File: config.mk
export PLATFORM = sky130hd
export DESIGN_NAME = thread_fetch_unit
export DESIGN_NICKNAME = d
export VERILOG_FILES = /design/src/rtl/thread_fetch_unit_pkg.sv /design/src/rtl/thread_fetch_unit_rr_thread_select.sv /design/src/rtl/thread_fetch_unit.sv
export SDC_FILE = /design/constraint.sdc
export NUM_CORES = 1
export LEC_CHECK = 0
export ABC_AREA = 1
export CORE_ASPECT_RATIO = 0.7
export CORE_MARGIN = 2
export CORE_UTILIZATION = 35
export DETAILED_ROUTE_END_ITERATION = 12
export SLEW_MARGIN = 10
export SYNTH_ARGS = -nofsm -noshare
export SYNTH_HDL_FRONTEND = slang
export SYNTH_SLANG_ARGS = --single-unit
File: constraint.sdc
create_clock -name clk -period 2.5 [get_ports clk]
set_input_delay 0.25 -clock clk [delete_from_list [all_inputs] [get_ports clk]]
set_output_delay 0.25 -clock clk [all_outputs]
set_load 0.02 [all_outputs]
File: src/rtl/thread_fetch_unit_pkg.sv
// Core-wide thread and fetch-address sizing, shared with the fetch/decode register
// and the branch unit.
package thread_fetch_unit_pkg;

    localparam int THREAD_BITS     = 2;
    localparam int NUM_THREADS     = 2 ** THREAD_BITS;
    localparam int INST_ADDR_WIDTH = 9;
    localparam int RESET_PC        = 0;

endpackage

File: src/rtl/thread_fetch_unit_rr_thread_select.sv
// Combinational round-robin picker: first requester after the last grant, wrapping,
// with the last grantee itself considered last.
module rr_thread_select #(
    parameter int THREAD_BITS = 2,
    parameter int NUM_THREADS = 2 ** THREAD_BITS
) (
    input  logic [NUM_THREADS-1:0] req,
    input  logic [THREAD_BITS-1:0] last_grant,
    output logic [THREAD_BITS-1:0] grant,
    output logic                   any_valid
);

    logic [THREAD_BITS-1:0] w_idx;
    logic                   w_found;

    always_comb begin
        grant   = last_grant;
        w_found = 1'b0;
        w_idx   = '0;
        // Offset NUM_THREADS truncates to zero, so last_grant is scanned last.
        for (int k = 1; k <= NUM_THREADS; k++) begin
            w_idx = last_grant + THREAD_BITS'(k);
            if (!w_found && req[w_idx]) begin
                grant   = w_idx;
                w_found = 1'b1;
            end
        end
    end

    assign any_valid = |req;

endmodule

File: src/rtl/thread_fetch_unit.sv
// Fetch-stage thread scheduler and per-thread PC bank with branch redirect and
// same-cycle bypass into the issued address.
module thread_fetch_unit
    import thread_fetch_unit_pkg::*;
#(
    parameter int THREAD_BITS_P     = THREAD_BITS,
    parameter int INST_ADDR_WIDTH_P = INST_ADDR_WIDTH,
    parameter int RESET_PC_P        = RESET_PC
) (
    input  logic                         clk,
    input  logic                         reset,
    input  logic                         en,
    input  logic [2**THREAD_BITS_P-1:0]  thread_active,
    input  logic                         branch_valid,
    input  logic [THREAD_BITS_P-1:0]     branch_thread,
    input  logic [INST_ADDR_WIDTH_P-1:0] branch_target,
    output logic [INST_ADDR_WIDTH_P-1:0] inst_addr,
    output logic [THREAD_BITS_P-1:0]     thread_id_out,
    output logic                         fetch_valid
);

    localparam int NT = 2 ** THREAD_BITS_P;

    logic [INST_ADDR_WIDTH_P-1:0] r_pc [NT];
    logic [THREAD_BITS_P-1:0]     r_last_tid;
    logic [INST_ADDR_WIDTH_P-1:0] r_inst_addr;
    logic [THREAD_BITS_P-1:0]     r_thread_id;
    logic                         r_fetch_valid;

    logic [THREAD_BITS_P-1:0]     w_sel;
    logic                         w_any_active;
    logic [INST_ADDR_WIDTH_P-1:0] w_issue_addr;

    rr_thread_select #(
        .THREAD_BITS (THREAD_BITS_P),
        .NUM_THREADS (NT)
    ) u_rr_thread_select (
        .req        (thread_active),
        .last_grant (r_last_tid),
        .grant      (w_sel),
        .any_valid  (w_any_active)
    );

    assign w_issue_addr = (branch_valid && (branch_thread == w_sel)) ? branch_target
                                                                      : r_pc[w_sel];

    always_ff @(posedge clk) begin
        if (reset) begin
            for (int i = 0; i < NT; i++) begin
                r_pc[i] <= INST_ADDR_WIDTH_P'(RESET_PC_P);
            end
            r_last_tid    <= THREAD_BITS_P'(NT - 1);
            r_inst_addr   <= INST_ADDR_WIDTH_P'(RESET_PC_P);
            r_thread_id   <= '0;
            r_fetch_valid <= 1'b0;
        end else begin
            if (branch_valid) begin
                r_pc[branch_thread] <= branch_target;
            end
            // The increment is written after the redirect so a bypassed branch
            // to the selected thread resolves to target+1.
            if (en) begin
                if (w_any_active) begin
                    r_pc[w_sel]   <= w_issue_addr + 1'b1;
                    r_inst_addr   <= w_issue_addr;
                    r_thread_id   <= w_sel;
                    r_last_tid    <= w_sel;
                    r_fetch_valid <= 1'b1;
                end else begin
                    r_fetch_valid <= 1'b0;
                end
            end
        end
    end

    assign inst_addr     = r_inst_addr;
    assign thread_id_out = r_thread_id;
    assign fetch_valid   = r_fetch_valid;

endmodule

# After elaboration in Yosys (flattened, before gate mapping)
# Memory sizes are Yosys's and may differ from the RTL's.
# Cells that the tools add are included.
[word_totals] ff_bits=14 ramBits=36 inputBits=19 wordCells=56 memories=1
[classes] add_sub_neg=4 order_cmp=4 n_eq_ne=1 mux=31 n_reduce_logical=11
[mem_list] memory="r_pc" words=4 word_bits=9 rd=1 rd_ports_with_merged_regs=0 write_ports=4 line="thread_fetch_unit.sv:24" rtl="logic [INST_ADDR_WIDTH_P-1:0] r_pc [NT];"
[op_table] op="2-to-1 mux 9 bit" n=3
[op_table] op="2-to-1 mux 1 bit" n=18
[op_table] op="OR reduction 9 bit" n=2
[op_table] op="less-than comparator 2 x 3 -> 1 bit, second input constant" n=4
[op_table] op="2-to-1 mux 2 bit" n=6
[op_table] op="adder 9 x 1 -> 9 bit, second input constant" n=1
[op_table] op="binary-select mux 1 bit (select 2 bit)" n=4
[op_table] op="adder 2 bit, second input constant" n=2
[op_table] op="logical AND 1 bit" n=4
[op_table] op="OR reduction 4 bit" n=1
[op_table] op="logical NOT 1 bit" n=3
[op_table] op="adder 2 x 1 -> 2 bit, second input constant" n=1
[op_table] op="== test 2 bit" n=1
[op_table] op="AND reduction 2 bit" n=1

# Logic depth before layout (Yosys ltp)
[logic_depth] depth_word=18 ltp_mapped=25 depth_no_buf=23

# Cells and area by module
# A second synthesis with hierarchy kept.
[unflattened] hier_cells=424 hier_area_um2=3151.8
[by_module_without_submodules] mod="thread_fetch_unit" instances=1 cells_each=380 area_per_inst_um2=2897.8 seq_area_each_um2=1361.3
[by_module_without_submodules] mod="rr_thread_select" instances=1 cells_each=44 area_per_inst_um2=254.0 seq_area_each_um2=0.0

# Worst setup path before layout
# OpenSTA, ideal clock, no wires.
[synth_path] path_kind="register to register" from="reg r_last_tid[0]" to="mem r_pc[3][0] (netlist bit) (enable)" setup_time_ps=430 arrival_time_ps=2220 path_slack_ps=-150 stages_incl_launch_ff=15 path_cell_list="dfxtp_1 -> buf_6 -> inv_4 -> nand2_1 -> nand2_2 -> nand2_4 -> nand2_4 -> nor2_4 -> nand3_1 -> nand2_4 -> buf_4 -> nor2_1 -> nand2_1 -> clkbuf_1 -> o311ai_0"
[synth_lines] item="from (decl)" line="thread_fetch_unit.sv:25" rtl="logic [THREAD_BITS_P-1:0] r_last_tid;"
[synth_lines] item="from (signal assigned)" line="thread_fetch_unit.sv:52" rtl="r_last_tid <= THREAD_BITS_P'(NT - 1);"
[synth_lines] item="from (signal assigned)" line="thread_fetch_unit.sv:67" rtl="r_last_tid <= w_sel;"
[synth_lines] item="to (decl)" line="thread_fetch_unit.sv:24"

==> impl_metrics.ini <==
[worst_setup_path]
criticalPathCategory = reg -> reg
slowest_delay_ps = 360
path_common_cell = nand2_2
path_max_fanout = 8
arrival_ps = 2750
start_kind = flop
r2r_cells = 20
crit_path_end_kind = flop
crit_chain = buf_8 -> nand2_1 -> nand2_1 -> nand2_2 -> nand2_2 -> nor2_4 -> nand3_4 -> nand2_8 -> nand2_2 -> nand2_4 -> nand4_4 -> nand2_2 -> nand2_4 -> inv_4 -> ha_4 -> nand2_4 -> nor2_4 -> nand2_2 -> nand3_1 -> o21ai_1
cp_data_required_time_ps = 2550
critPathSlowestCell = dfxtp_4

[clock_network]
cts_tree = yes
clk_pin_slew_ps = 60
cts_inserted_buffers = 5
clock_insertion_delay_worst_skew_ps = 300
clock_path_buffers = 2
h-tree-depth = 2
clock-sinks = 50
root_buffer = clkbuf_16

[timing]
slew_violations = 0
worst_pin_slew_ps = 572
period_minus_slack_ps = 2700
fin_crit_sh_pct = 108
setup_viol = 29
skew_ps = 5.24
fmax_mhz = 370
hold_viol_final = 0
grt_setup_unrepaired = true
max_slew_margin_pct = 61.3
finalWorstSetupSlack_ps = -200

[status]
violations = negative setup slack
status = finished with violations

[floorplanning]
initial_core_util_pct = 36.0
fp.dieH_um = 84.6
chipWidth_um = 119
core_um2 = 9030
die_area_um2 = 10100
rows = 29
ios = 31

[placement]
port_buffers = 30
placed_cell_area_um2 = 4340
gp_congestion = 0.948
dp_hpwl_mm = 8.49

[layout]
final_area_um2 = 5210
diodes = 0
fin_nets = 583
fill_cells = 795
syn_to_final_growth_pct = 60.5
drive_gt1_share_pct = 42.5

[pwr]
peakVddDrop_v = 0.000577
p_leak_nw = 2.36
p_per_area_nw_per_um2 = 1030
finalPower_mw = 5.39

[synth]
netlist_area_um2 = 3250
ys.flop_type = edfxtp_1
synth_top_area_share_pct = 33.3
synthTopCellsByArea = edfxtp_1 (33%), nand2_1 (18%), dfxtp_1 (8.6%)
synthMostInstantiatedCell = nand2_1
synthCells = 436
synth_area_leader_cell = edfxtp_1
postSynthAreaPerCell_um2 = 7.45
synth-seq-cells = 50
seq_area_frac_synth_pct = 41.9
synth_edf_count = 36
yosys_warnings = 0
async_reset_ff_share_pct = 0
synth_nets = 456
ys_top_cells_by_count = nand2_1 (158), inv_1 (50), nand3_1 (43)
yosysUniqueCellTypes = 35

[route]
drtIter0Drc = 291
via_per_inst = 5.08
post_drt_wl_per_cell_um = 16.6
ant_nets = 0
vias = 3490
drtPass1Iterations = 4
routed_wirelength_mm = 11.4
drc = 0

[run]
max-cap-violations = 0

[worst_hold_path]
min_path_type = reg -> reg
holdPathStages = 2

[global_routing]
grt_pass1_wl_mm = 18.2
use_met3_pct = 4.42
track_usage_pct = 23.7
top_usage_layer = met1
grt_pass1_vias = 3433
met2_usage_pct = 35.1
grt_max_degree = 20
gr-usage-met1_pct = 35.4
overflow = 0
antenna_found_initial = 0
[state kept, by name (all words and copies together), names as in the netlist]
| signal | count |
|---|---|
| inst_addr | 9 |
| r_pc | 36 |
| r_last_tid | 2 |
| thread_id_out | 2 |
| fetch_valid | 1 |
[path summary, 6_finish.rpt]
| check | start | to | slack, ps |
|---|---|---|---|
| worst max-delay path | r_last_tid[0] | r_pc[0][4] | -200 |
| worst min-delay path | thread_id_out[1] | thread_id_out[1] | 460 |
| worst max register to register | r_last_tid[0] | r_pc[0][4] | -200 |
| worst min register to register | thread_id_out[1] | thread_id_out[1] | 460 |
[layer usage]
layer / wire length, µm / part of all wire (%) / vias up
met1: 5470 / 48 / 1662
met5: 0 / 0 / -
met2: 5040 / 44 / 115
met4: 165 / 1.4 / 0
li1: - / - / 1698
met3: 759 / 6.6 / 15
[layout by cell type (no fill, tap or decap), types with 9 or more instances in the layout]
cell / count
nand3_2: 23
clkdlybuf4s50_1: 28
nand4_1: 10
dfxtp_1: 12
buf_6: 11
nand3_1: 16
nand3b_1: 10
edfxtp_1: 36
o21ai_2: 9
nor2_4: 9
nand2_2: 35
nand2_1: 123
nand2_4: 16
buf_4: 80
nor2_1: 15
inv_1: 43
[worst max-delay path: cells and delay by family, from the launching register on]
family	cells	cell delay, ps
AO/OA/AOI/OAI	1	70
buffers and inverters	2	200
flip-flops	1	360
adder cells (fa/ha/maj)	1	150
AND/OR/NAND/NOR	16	1660
[area by class of cell]
class	instances	area (µm²)	share of cell area [%]
flip-flops and latches	50	1370	26.3
clock buffers	5	125	2.40
clock inverters	2	10.0	0.192
repair buffers	128	1160	22.3
well taps	124	155	2.98
multi-input cells	317	2140	41.0
inverters	61	251	4.82
[cell families after synthesis]
family                   synth area share, %
AO/OA/AOI/OAI                           8.51
buffers and inverters                   8.93
AND/OR/NAND/NOR                         40.0
flip-flops                              41.9
adder cells (fa/ha/maj)                0.385
XOR/XNOR                               0.270
[metrics by stage]
stage                     util [%]  worst slack, ps  std cells  hold slack (ps)  TNS (ps)
after floorplan                  -            -3.22        436              353     -9.31
after CTS                     55.0             -148        682              467     -2670
final                         57.7             -200        687              465     -4080
after detailed placement      48.0             -604        658              458    -25650
after global routing          57.7             -327        687              487     -9250
after global placement        48.0             -568        658              453    -23290
[report_power, final]
| part | internal, mW | switching (mW) | leakage [nW] | total, mW |
|---|---|---|---|---|
| registers | 1.05 | 0.0509 | 0.494 | 1.10 |
| logic | 1.60 | 2.05 | 1.80 | 3.65 |
| clock network | 0.361 | 0.284 | 0.0656 | 0.645 |
| total | 3.01 | 2.38 | 2.36 | 5.39 |
[timing repair]
action,in CTS,in global routing
resized for setup,86,59
pin swaps,50,47
hold buffers,0,0
hold endpoints to repair,0,0
setup endpoints to repair,54,79
cloned,1,0
setup buffers,16,6
(Power assumes the default switching activity.)
